<file path="src/rtl/axil_pkg.sv">
`default_nettype none
// ============================================================================
// Module  : axil_pkg
// Brief   : Shared AXI4-Lite response codes, channel state types and helpers.
// Revision: 1.0
// ============================================================================
package axil_pkg;

    localparam logic [1:0] AXIL_RESP_OKAY   = 2'b00;
    localparam logic [1:0] AXIL_RESP_SLVERR = 2'b10;
    localparam int         AXIL_DATA_WIDTH  = 32;
    localparam int         AXIL_STRB_WIDTH  = 4;

    typedef enum logic [2:0] {
        WR_EMPTY   = 3'd0,
        WR_HAVE_AW = 3'd1,
        WR_HAVE_W  = 3'd2,
        WR_FULL    = 3'd3,
        WR_RESP    = 3'd4
    } wr_state_e;

    typedef enum logic [0:0] {
        RD_IDLE = 1'b0,
        RD_RESP = 1'b1
    } rd_state_e;

    function automatic logic [AXIL_DATA_WIDTH-1:0] strb_merge(
        input logic [AXIL_DATA_WIDTH-1:0] old_word,
        input logic [AXIL_DATA_WIDTH-1:0] new_word,
        input logic [AXIL_STRB_WIDTH-1:0] strb
    );
        logic [AXIL_DATA_WIDTH-1:0] merged;
        merged = old_word;
        for (int i = 0; i < AXIL_STRB_WIDTH; i++) begin
            if (strb[i]) merged[8*i +: 8] = new_word[8*i +: 8];
        end
        return merged;
    endfunction

    function automatic logic idx_in_range(input logic [31:0] idx, input int unsigned num_regs);
        return idx < num_regs;
    endfunction

endpackage
`default_nettype wire

</file>
<file path="src/rtl/axil_if.sv">
`default_nettype none
// ============================================================================
// Module  : axil_if
// Brief   : AXI4-Lite bus bundle with initiator (master) and responder (slave) views.
// Revision: 1.0
// ============================================================================
interface axil_if #(
    parameter int ADDR_WIDTH = 16,
    parameter int DATA_WIDTH = 32
) ();
    logic [ADDR_WIDTH-1:0]   awaddr;
    logic [2:0]              awprot;
    logic                    awvalid;
    logic                    awready;
    logic [DATA_WIDTH-1:0]   wdata;
    logic [DATA_WIDTH/8-1:0] wstrb;
    logic                    wvalid;
    logic                    wready;
    logic [1:0]              bresp;
    logic                    bvalid;
    logic                    bready;
    logic [ADDR_WIDTH-1:0]   araddr;
    logic [2:0]              arprot;
    logic                    arvalid;
    logic                    arready;
    logic [DATA_WIDTH-1:0]   rdata;
    logic [1:0]              rresp;
    logic                    rvalid;
    logic                    rready;

    modport slave (
        input  awaddr, awprot, awvalid, wdata, wstrb, wvalid, bready,
               araddr, arprot, arvalid, rready,
        output awready, wready, bresp, bvalid, arready, rdata, rresp, rvalid
    );

    modport master (
        output awaddr, awprot, awvalid, wdata, wstrb, wvalid, bready,
               araddr, arprot, arvalid, rready,
        input  awready, wready, bresp, bvalid, arready, rdata, rresp, rvalid
    );
endinterface
`default_nettype wire

</file>
<file path="src/rtl/axil_regfile.sv">
`default_nettype none
// ============================================================================
// Module  : axil_regfile
// Brief   : Word register bank: async debug peek, registered bus read capture,
//           bus (strobed) and debug (full word) write ports; debug wins on collision.
// Revision: 1.0
// ============================================================================
module axil_regfile
    import axil_pkg::*;
#(
    parameter int ADDR_WIDTH = 16,
    parameter int NUM_REGS   = 16
) (
    input  wire logic                       clk,
    input  wire logic                       rst,
    input  wire logic [ADDR_WIDTH-1:0]      dbg_rd_addr,
    output logic [AXIL_DATA_WIDTH-1:0]      dbg_rd_data,
    input  wire logic                       cap_en,
    input  wire logic [ADDR_WIDTH-1:0]      cap_addr,
    output logic [AXIL_DATA_WIDTH-1:0]      cap_data,
    input  wire logic                       axi_wr_en,
    input  wire logic [ADDR_WIDTH-1:0]      axi_wr_addr,
    input  wire logic [AXIL_DATA_WIDTH-1:0] axi_wr_data,
    input  wire logic [AXIL_STRB_WIDTH-1:0] axi_wr_strb,
    input  wire logic                       dbg_wr_en,
    input  wire logic [ADDR_WIDTH-1:0]      dbg_wr_addr,
    input  wire logic [AXIL_DATA_WIDTH-1:0] dbg_wr_data
);
    localparam int IDX_W = (NUM_REGS > 1) ? $clog2(NUM_REGS) : 1;

    function automatic logic in_range(input logic [ADDR_WIDTH-1:0] a);
        return idx_in_range(32'(a[ADDR_WIDTH-1:2]), NUM_REGS);
    endfunction

    function automatic logic [IDX_W-1:0] idx_of(input logic [ADDR_WIDTH-1:0] a);
        return a[IDX_W+1:2];
    endfunction

    logic [AXIL_DATA_WIDTH-1:0] regs_q [NUM_REGS];
    logic [AXIL_DATA_WIDTH-1:0] regs_d [NUM_REGS];
    logic [AXIL_DATA_WIDTH-1:0] cap_data_q, cap_data_d;
    logic                       w_unused;

    assign w_unused    = &{1'b0, dbg_rd_addr[1:0], cap_addr[1:0], axi_wr_addr[1:0], dbg_wr_addr[1:0]};
    assign dbg_rd_data = in_range(dbg_rd_addr) ? regs_q[idx_of(dbg_rd_addr)] : '0;
    assign cap_data    = cap_data_q;

    always_comb begin
        regs_d     = regs_q;
        cap_data_d = cap_data_q;
        // The capture samples regs_q, so a read sees the value before any same-edge write.
        if (cap_en) begin
            cap_data_d = in_range(cap_addr) ? regs_q[idx_of(cap_addr)] : '0;
        end
        if (axi_wr_en && in_range(axi_wr_addr)) begin
            regs_d[idx_of(axi_wr_addr)] = strb_merge(regs_q[idx_of(axi_wr_addr)], axi_wr_data, axi_wr_strb);
        end
        if (dbg_wr_en && in_range(dbg_wr_addr)) begin
            regs_d[idx_of(dbg_wr_addr)] = dbg_wr_data;
        end
    end

    always_ff @(posedge clk or negedge rst) begin
        if (!rst) begin
            for (int i = 0; i < NUM_REGS; i++) regs_q[i] <= '0;
            cap_data_q <= '0;
        end else begin
            regs_q     <= regs_d;
            cap_data_q <= cap_data_d;
        end
    end
endmodule
`default_nettype wire

</file>
<file path="src/rtl/axil_reg_responder.sv">
`default_nettype none
// ============================================================================
// Module  : axil_reg_responder
// Brief   : AXI4-Lite responder over a word register bank with a debug peek/poke port.
// Revision: 1.0
// ============================================================================
module axil_reg_responder
    import axil_pkg::*;
#(
    parameter int ADDR_WIDTH = 16,
    parameter int DATA_WIDTH = AXIL_DATA_WIDTH,
    parameter int NUM_REGS   = 16
) (
    input  wire logic                  clk,
    input  wire logic                  rst,
    axil_if.slave                      s_axil,
    input  wire logic [ADDR_WIDTH-1:0] debug_addr,
    output logic [DATA_WIDTH-1:0]      debug_data,
    input  wire logic [ADDR_WIDTH-1:0] debug_wr_addr,
    input  wire logic [DATA_WIDTH-1:0] debug_wr_data,
    input  wire logic                  debug_wr_en
);
    wr_state_e             wr_state_q, wr_state_d;
    rd_state_e             rd_state_q, rd_state_d;
    logic [ADDR_WIDTH-1:0] aw_addr_q, aw_addr_d;
    logic [DATA_WIDTH-1:0] w_data_q, w_data_d;
    logic [3:0]            w_strb_q, w_strb_d;
    logic [1:0]            bresp_q, bresp_d;
    logic [1:0]            rresp_q, rresp_d;
    logic                  aw_hs, w_hs, ar_hs, wr_commit;
    logic                  w_unused;

    assign w_unused = &{1'b0, s_axil.awprot, s_axil.arprot};

    // Ready flags decode registered state only, so no input reaches them combinationally.
    assign s_axil.awready = (wr_state_q == WR_EMPTY) || (wr_state_q == WR_HAVE_W);
    assign s_axil.wready  = (wr_state_q == WR_EMPTY) || (wr_state_q == WR_HAVE_AW);
    assign s_axil.bvalid  = (wr_state_q == WR_RESP);
    assign s_axil.bresp   = bresp_q;
    assign s_axil.arready = (rd_state_q == RD_IDLE);
    assign s_axil.rvalid  = (rd_state_q == RD_RESP);
    assign s_axil.rresp   = rresp_q;

    assign aw_hs = s_axil.awvalid && s_axil.awready;
    assign w_hs  = s_axil.wvalid && s_axil.wready;
    assign ar_hs = s_axil.arvalid && s_axil.arready;

    always_comb begin
        wr_state_d = wr_state_q;
        aw_addr_d  = aw_addr_q;
        w_data_d   = w_data_q;
        w_strb_d   = w_strb_q;
        bresp_d    = bresp_q;
        wr_commit  = 1'b0;
        if (aw_hs) aw_addr_d = s_axil.awaddr;
        if (w_hs) begin
            w_data_d = s_axil.wdata;
            w_strb_d = s_axil.wstrb;
        end
        case (wr_state_q)
            WR_EMPTY: begin
                if (aw_hs && w_hs) wr_state_d = WR_FULL;
                else if (aw_hs)    wr_state_d = WR_HAVE_AW;
                else if (w_hs)     wr_state_d = WR_HAVE_W;
            end
            WR_HAVE_AW: if (w_hs)  wr_state_d = WR_FULL;
            WR_HAVE_W:  if (aw_hs) wr_state_d = WR_FULL;
            WR_FULL: begin
                wr_commit  = 1'b1;
                bresp_d    = idx_in_range(32'(aw_addr_q[ADDR_WIDTH-1:2]), NUM_REGS)
                             ? AXIL_RESP_OKAY : AXIL_RESP_SLVERR;
                wr_state_d = WR_RESP;
            end
            WR_RESP: if (s_axil.bready) wr_state_d = WR_EMPTY;
            default: wr_state_d = WR_EMPTY;
        endcase
    end

    always_comb begin
        rd_state_d = rd_state_q;
        rresp_d    = rresp_q;
        case (rd_state_q)
            RD_IDLE: begin
                if (s_axil.arvalid) begin
                    rresp_d    = idx_in_range(32'(s_axil.araddr[ADDR_WIDTH-1:2]), NUM_REGS)
                                 ? AXIL_RESP_OKAY : AXIL_RESP_SLVERR;
                    rd_state_d = RD_RESP;
                end
            end
            RD_RESP: if (s_axil.rready) rd_state_d = RD_IDLE;
            default: rd_state_d = RD_IDLE;
        endcase
    end

    always_ff @(posedge clk or negedge rst) begin
        if (!rst) begin
            wr_state_q <= WR_EMPTY;
            rd_state_q <= RD_IDLE;
            aw_addr_q  <= '0;
            w_data_q   <= '0;
            w_strb_q   <= '0;
            bresp_q    <= AXIL_RESP_OKAY;
            rresp_q    <= AXIL_RESP_OKAY;
        end else begin
            wr_state_q <= wr_state_d;
            rd_state_q <= rd_state_d;
            aw_addr_q  <= aw_addr_d;
            w_data_q   <= w_data_d;
            w_strb_q   <= w_strb_d;
            bresp_q    <= bresp_d;
            rresp_q    <= rresp_d;
        end
    end

    axil_regfile #(
        .ADDR_WIDTH (ADDR_WIDTH),
        .NUM_REGS   (NUM_REGS)
    ) u_regfile (
        .clk         (clk),
        .rst         (rst),
        .dbg_rd_addr (debug_addr),
        .dbg_rd_data (debug_data),
        .cap_en      (ar_hs),
        .cap_addr    (s_axil.araddr),
        .cap_data    (s_axil.rdata),
        .axi_wr_en   (wr_commit),
        .axi_wr_addr (aw_addr_q),
        .axi_wr_data (w_data_q),
        .axi_wr_strb (w_strb_q),
        .dbg_wr_en   (debug_wr_en),
        .dbg_wr_addr (debug_wr_addr),
        .dbg_wr_data (debug_wr_data)
    );
endmodule
`default_nettype wire
</file>
<file path="src/flat_wrapper.sv">
// flat-port wrapper written by rule: the top's interface ports become plain ports
module axil_reg_responder_flat import axil_pkg::*;
#(
    parameter int ADDR_WIDTH = 16,
    parameter int DATA_WIDTH = AXIL_DATA_WIDTH,
    parameter int NUM_REGS   = 16
)
  (clk, rst, debug_addr, debug_data, debug_wr_addr, debug_wr_data, debug_wr_en, s_axil_awaddr, s_axil_awprot, s_axil_awvalid, s_axil_wdata, s_axil_wstrb, s_axil_wvalid, s_axil_bready, s_axil_araddr, s_axil_arprot, s_axil_arvalid, s_axil_rready, s_axil_awready, s_axil_wready, s_axil_bresp, s_axil_bvalid, s_axil_arready, s_axil_rdata, s_axil_rresp, s_axil_rvalid);
  axil_if #(.ADDR_WIDTH(ADDR_WIDTH), .DATA_WIDTH(DATA_WIDTH)) s_axil_i ();
  input  wire logic clk;
  input  wire logic rst;
  input  wire logic [ADDR_WIDTH-1:0] debug_addr;
  output logic [DATA_WIDTH-1:0] debug_data;
  input  wire logic [ADDR_WIDTH-1:0] debug_wr_addr;
  input  wire logic [DATA_WIDTH-1:0] debug_wr_data;
  input  wire logic debug_wr_en;
  input wire logic [$bits(s_axil_i.awaddr)-1:0] s_axil_awaddr;
  input wire logic [$bits(s_axil_i.awprot)-1:0] s_axil_awprot;
  input wire logic [$bits(s_axil_i.awvalid)-1:0] s_axil_awvalid;
  input wire logic [$bits(s_axil_i.wdata)-1:0] s_axil_wdata;
  input wire logic [$bits(s_axil_i.wstrb)-1:0] s_axil_wstrb;
  input wire logic [$bits(s_axil_i.wvalid)-1:0] s_axil_wvalid;
  input wire logic [$bits(s_axil_i.bready)-1:0] s_axil_bready;
  input wire logic [$bits(s_axil_i.araddr)-1:0] s_axil_araddr;
  input wire logic [$bits(s_axil_i.arprot)-1:0] s_axil_arprot;
  input wire logic [$bits(s_axil_i.arvalid)-1:0] s_axil_arvalid;
  input wire logic [$bits(s_axil_i.rready)-1:0] s_axil_rready;
  output wire logic [$bits(s_axil_i.awready)-1:0] s_axil_awready;
  output wire logic [$bits(s_axil_i.wready)-1:0] s_axil_wready;
  output wire logic [$bits(s_axil_i.bresp)-1:0] s_axil_bresp;
  output wire logic [$bits(s_axil_i.bvalid)-1:0] s_axil_bvalid;
  output wire logic [$bits(s_axil_i.arready)-1:0] s_axil_arready;
  output wire logic [$bits(s_axil_i.rdata)-1:0] s_axil_rdata;
  output wire logic [$bits(s_axil_i.rresp)-1:0] s_axil_rresp;
  output wire logic [$bits(s_axil_i.rvalid)-1:0] s_axil_rvalid;
  assign s_axil_i.awaddr = s_axil_awaddr;
  assign s_axil_i.awprot = s_axil_awprot;
  assign s_axil_i.awvalid = s_axil_awvalid;
  assign s_axil_i.wdata = s_axil_wdata;
  assign s_axil_i.wstrb = s_axil_wstrb;
  assign s_axil_i.wvalid = s_axil_wvalid;
  assign s_axil_i.bready = s_axil_bready;
  assign s_axil_i.araddr = s_axil_araddr;
  assign s_axil_i.arprot = s_axil_arprot;
  assign s_axil_i.arvalid = s_axil_arvalid;
  assign s_axil_i.rready = s_axil_rready;
  assign s_axil_awready = s_axil_i.awready;
  assign s_axil_wready = s_axil_i.wready;
  assign s_axil_bresp = s_axil_i.bresp;
  assign s_axil_bvalid = s_axil_i.bvalid;
  assign s_axil_arready = s_axil_i.arready;
  assign s_axil_rdata = s_axil_i.rdata;
  assign s_axil_rresp = s_axil_i.rresp;
  assign s_axil_rvalid = s_axil_i.rvalid;
  axil_reg_responder #(.ADDR_WIDTH(ADDR_WIDTH), .DATA_WIDTH(DATA_WIDTH), .NUM_REGS(NUM_REGS)) u_core (.clk(clk), .rst(rst), .s_axil(s_axil_i), .debug_addr(debug_addr), .debug_data(debug_data), .debug_wr_addr(debug_wr_addr), .debug_wr_data(debug_wr_data), .debug_wr_en(debug_wr_en));
endmodule
</file>
<file path="config.mk">
export PLATFORM = sky130hd
export DESIGN_NAME = axil_reg_responder_flat
export DESIGN_NICKNAME = d
export VERILOG_FILES = /design/src/rtl/axil_pkg.sv /design/src/rtl/axil_if.sv /design/src/rtl/axil_regfile.sv /design/src/rtl/axil_reg_responder.sv /design/src/flat_wrapper.sv
export SDC_FILE = /design/constraint.sdc
export NUM_CORES = 2
export LEC_CHECK = 0
export CORE_ASPECT_RATIO = 1.1
export CORE_MARGIN = 5
export CORE_UTILIZATION = 45
export CTS_BUF_LIST = sky130_fd_sc_hd__clkbuf_2
export DETAILED_ROUTE_END_ITERATION = 6
export GPL_TIMING_DRIVEN = 0
export PLACE_DENSITY_LB_ADDON = 0.3
export SLEW_MARGIN = 30
export SYNTH_ARGS = -nofsm -noshare
export SYNTH_HDL_FRONTEND = slang
export SYNTH_SLANG_ARGS = --single-unit
</file>
<file path="constraint.sdc">
create_clock -name clk -period 4.2 [get_ports clk]
set_input_delay 0.63 -clock clk [delete_from_list [all_inputs] [get_ports clk]]
set_output_delay 0.63 -clock clk [all_outputs]
set_load 0.02 [all_outputs]
</file>
==> results.py <==
metrics = {
    "routing": {
        "viasPerCell": 7.796,
        "final_antenna_net_count": 0,
        "firstDrtPassIters": 7,
        "wl_mm": 198.3,
        "post-route-drc-count": 22,
        "wire_per_inst_um": 40.34,
        "first_iter_violations": 7278,
        "num_vias": 38320,
    },
    "place": {
        "dp_worst_setup_slack_ns": -0.7290,
        "numPortBuffers": 165,
        "dpl.hpwl_mm": 126.7,
        "finalWeightedCongestion": 1.036,
    },
    "floorplanning": {
        "ios": 219,
        "die_x_um": 288.1,
        "die_h_um": 315.9,
        "dieArea_sq_um": 90990,
        "coreArea_sq_um": 84640,
        "rows": 112,
        "initial_core_util_pct": 45.22,
    },
    "sta": {
        "min_period_ns": 4.174,
        "hold_viol_final": 0,
        "slew_headroom_pct": 14.89,
        "setup_slack_ns": 0.02598,
        "finalCritPeriodShare_pct": 99.38,
        "grt_setup_unrepaired": "no",
        "fmax_mhz": 239.6,
        "worstMarginPinSlew_ns": 1.277,
        "drv_slew": 0,
        "fin_skew_ns": 0.1575,
        "setup_viol": 0,
    },
    "pwr": {
        "total_power_mw": 19.39,
        "power.internal_mw": 9.987,
        "p_comb_share_pct": 42.4,
        "p_leak_nw": 17.60,
        "p_per_area_nw_per_um2": 435.7,
        "irDropWorstVdd_v": 0.0004012,
        "p_seq_share_pct": 32.8,
        "switching_share_pct": 48.49,
        "p_clk_share_pct": 24.7,
        "power.switching_mw": 9.401,
    },
    "run": {
        "maxCapViolCount": 0,
    },
    "logic_synthesis": {
        "synth_area_sq_um": 38270,
        "synth_commonest_cells": "dfrtp_1, a22oi_1, o31ai_1",
        "post-synth-top-count-cell": "dfrtp_1",
        "ys_seq_area_share_pct": 39.23,
        "synth_top_area_cell": "dfrtp_1",
        "syn_inst": 3182,
        "synth-edff-count": 0,
        "synth-seq-cells": 600,
        "synthFlopType": "dfrtp_1",
        "netlist-cell-type-count": 44,
        "synth_warnings": 0,
        "avgSynthCellArea_sq_um": 12.03,
        "synth_top_area_share_pct": 39.23,
        "synth_area_leaders": "dfrtp_1, mux4_2, a22oi_1",
        "ys_async_sr_fraction_pct": 100.0,
    },
    "setup_path": {
        "critPathKind": "input pin to output pin",
        "cp.required_ns": 3.57,
        "startpoint_type": "input pin",
        "crit_path_start": "debug_addr[3]",
        "rr_startpoint": "u_core.aw_addr_q[4]",
        "crit_path_end_kind": "output pin",
        "cp_max_fo": 10,
        "crit_arrival_ns": 3.54,
    },
    "final_layout": {
        "nFillCells": 7736,
        "utilization_pct": 52.57,
        "areaGrowthSynthToFinish_pct": 16.26,
        "final-seq-area_sq_um": 15010,
        "multi_input_comb_area_sq_um": 21240,
        "drive_gt1_share_pct": 26.89,
        "fin_nets": 3777,
    },
    "status": {
        "status": "finished, violations left",
        "violations": "design-rule violations",
    },
    "clock_network": {
        "cts_tree": "built",
        "clock-sinks": 600,
        "cts-buffers-inserted": 168,
        "postCtsSetupBuffers": 0,
        "root_buffer": "clkbuf_2",
        "clk_pin_slew_worst_paths_ns": 0.11,
        "h-tree-depth": 4,
        "cts_max_path_buffers": 3,
        "clkLatencyLatePin_ns": 1.58,
    },
    "grt": {
        "gr-total-overflow": 0,
        "gr-usage-all-layers_pct": 42.56,
        "grt_pass1_vias": 37160,
        "grt_antenna_before_repair": 12,
        "grt_pass1_wl_mm": 274.6,
        "grt_max_degree": 81,
    },
    "min_path": {
        "hp-start": "debug_wr_data[30]",
        "hp-class": "input pin to flip-flop",
    },
}
==> final timing paths <==
check	slack, ns	to	depth (start not counted)
worst max register to register	0.24	u_core.u_regfile.regs_q[127]	7
max in group asynchronous	2.20	u_core.w_data_q[21]	8
min in group asynchronous	0.65	u_core.w_data_q[0]	5
worst max-delay path	0.03	debug_data[10]	7
worst min register to register	0.51	u_core.u_regfile.cap_data[12]	1
worst min-delay path	0.14	u_core.u_regfile.regs_q[62]	4
==> power by group through the flow <==
stage | Sequential [mW] | Clock (mW) | Combinational (mW)
floorplan | 6.34 | 0 | 4.38
global placement | 6.47 | 0 | 7.47
detailed placement | 6.46 | 0 | 7.54
CTS | 6.35 | 4.74 | 7.64
global route | 6.39 | 5.06 | 8.23
finish | 6.36 | 4.80 | 8.23
==> flip-flops by register name, summed over array words and instances (netlist names) <==
name and flops:
u_core.u_regfile.cap_data 32, u_core.wr_state_q 3, u_core.aw_addr_q 14, u_core.w_data_q 32, u_core.w_strb_q 4, u_core.s_axil.bresp 1, u_core.s_axil.rvalid 1, u_core.s_axil.rresp 1
u_core.u_regfile.regs_q 512
==> area by class of cell <==
cell class / count / share of cell area [%]
Multi-Input combinational cell: 2097 / 47.74
Sequential cell: 600 / 33.74
Timing Repair Buffer: 278 / 6.648
Buffer: 482 / 4.952
Tap cell: 1140 / 3.206
Clock buffer: 247 / 2.778
Clock inverter: 52 / 0.8042
Antenna cell: 16 / 0.08998
Inverter: 4 / 0.03374
==> worst max-delay path, cell delays in order <==
cell and delay, ns:
clkbuf_1 0.44, clkbuf_2 0.50, clkbuf_2 0.55, mux4_2 0.42, mux4_2 0.47, nor2b_1 0.17, clkdlybuf4s15_1 0.34
==> routing by layer <==
layer	up-vias	routed length, um	global-route usage [%]
met1	18690	65090	50.44
li1	14170	-	-
met2	4191	78840	56.81
met3	1255	33440	22.31
met4	12	20610	34.61
met5	-	310	2.340
==> timing repair <==
item                                   4_1_cts  5_1_grt
endpoints found under the hold margin     1171        0
hold buffers                               101        0
setup endpoints to repair                   32        6
gates resized for setup                     72        2
==> metrics by stage <==
| step | hold WS [ns] | area, sq um | setup TNS (ns) | instances |
|---|---|---|---|---|
| 3_5_place_dp | 0.4904 | 41800 | -17.60 | 4498 |
| 2_1_floorplan | 0.3344 | 38280 | 0 | 3183 |
| 6_report | 0.1368 | 44500 | 0 | 4916 |
| 4_1_cts | 0.001704 | 44400 | 0 | 4898 |
| 5_1_grt | 0.1270 | 44470 | 0 | 4907 |
| 3_3_place_gp | 0.4823 | 41350 | - | 4488 |
==> cell usage in the layout (no fill, tap or decap), types with 17 or more instances in the layout <==
master,Yosys,routed
mux2i_1,129,129
mux2_2,98,98
a22o_1,32,32
nand2_1,37,37
clkbuf_1,269,187
mux4_2,320,320
o31ai_1,466,466
buf_2,94,127
clkdlybuf4s50_1,0,132
clkbuf_2,0,328
dlygate4sd3_1,0,100
dfrtp_1,600,600
clkinv_1,0,34
nor2b_1,84,84
nor4_4,11,17
buf_1,97,68
o31ai_2,46,46
o22ai_1,96,96
a22oi_1,576,576
o21ai_0,19,19
nor3_1,33,33
==> logic make-up (layout without fill, tap and decap cells) <==
group / Yosys count / count (layout) / share of synthesized area (%)
AOI/OAI and AO/OA: 1301 / 1301 / 25.73
DFF: 600 / 600 / 39.23
muxes: 547 / 547 / 25.09
buffers and inverters: 486 / 1063 / 5.427
and+or+nand+nor: 247 / 247 / 4.511
other: 1 / 18 / 0.009798
(Power assumes the default switching activity.)
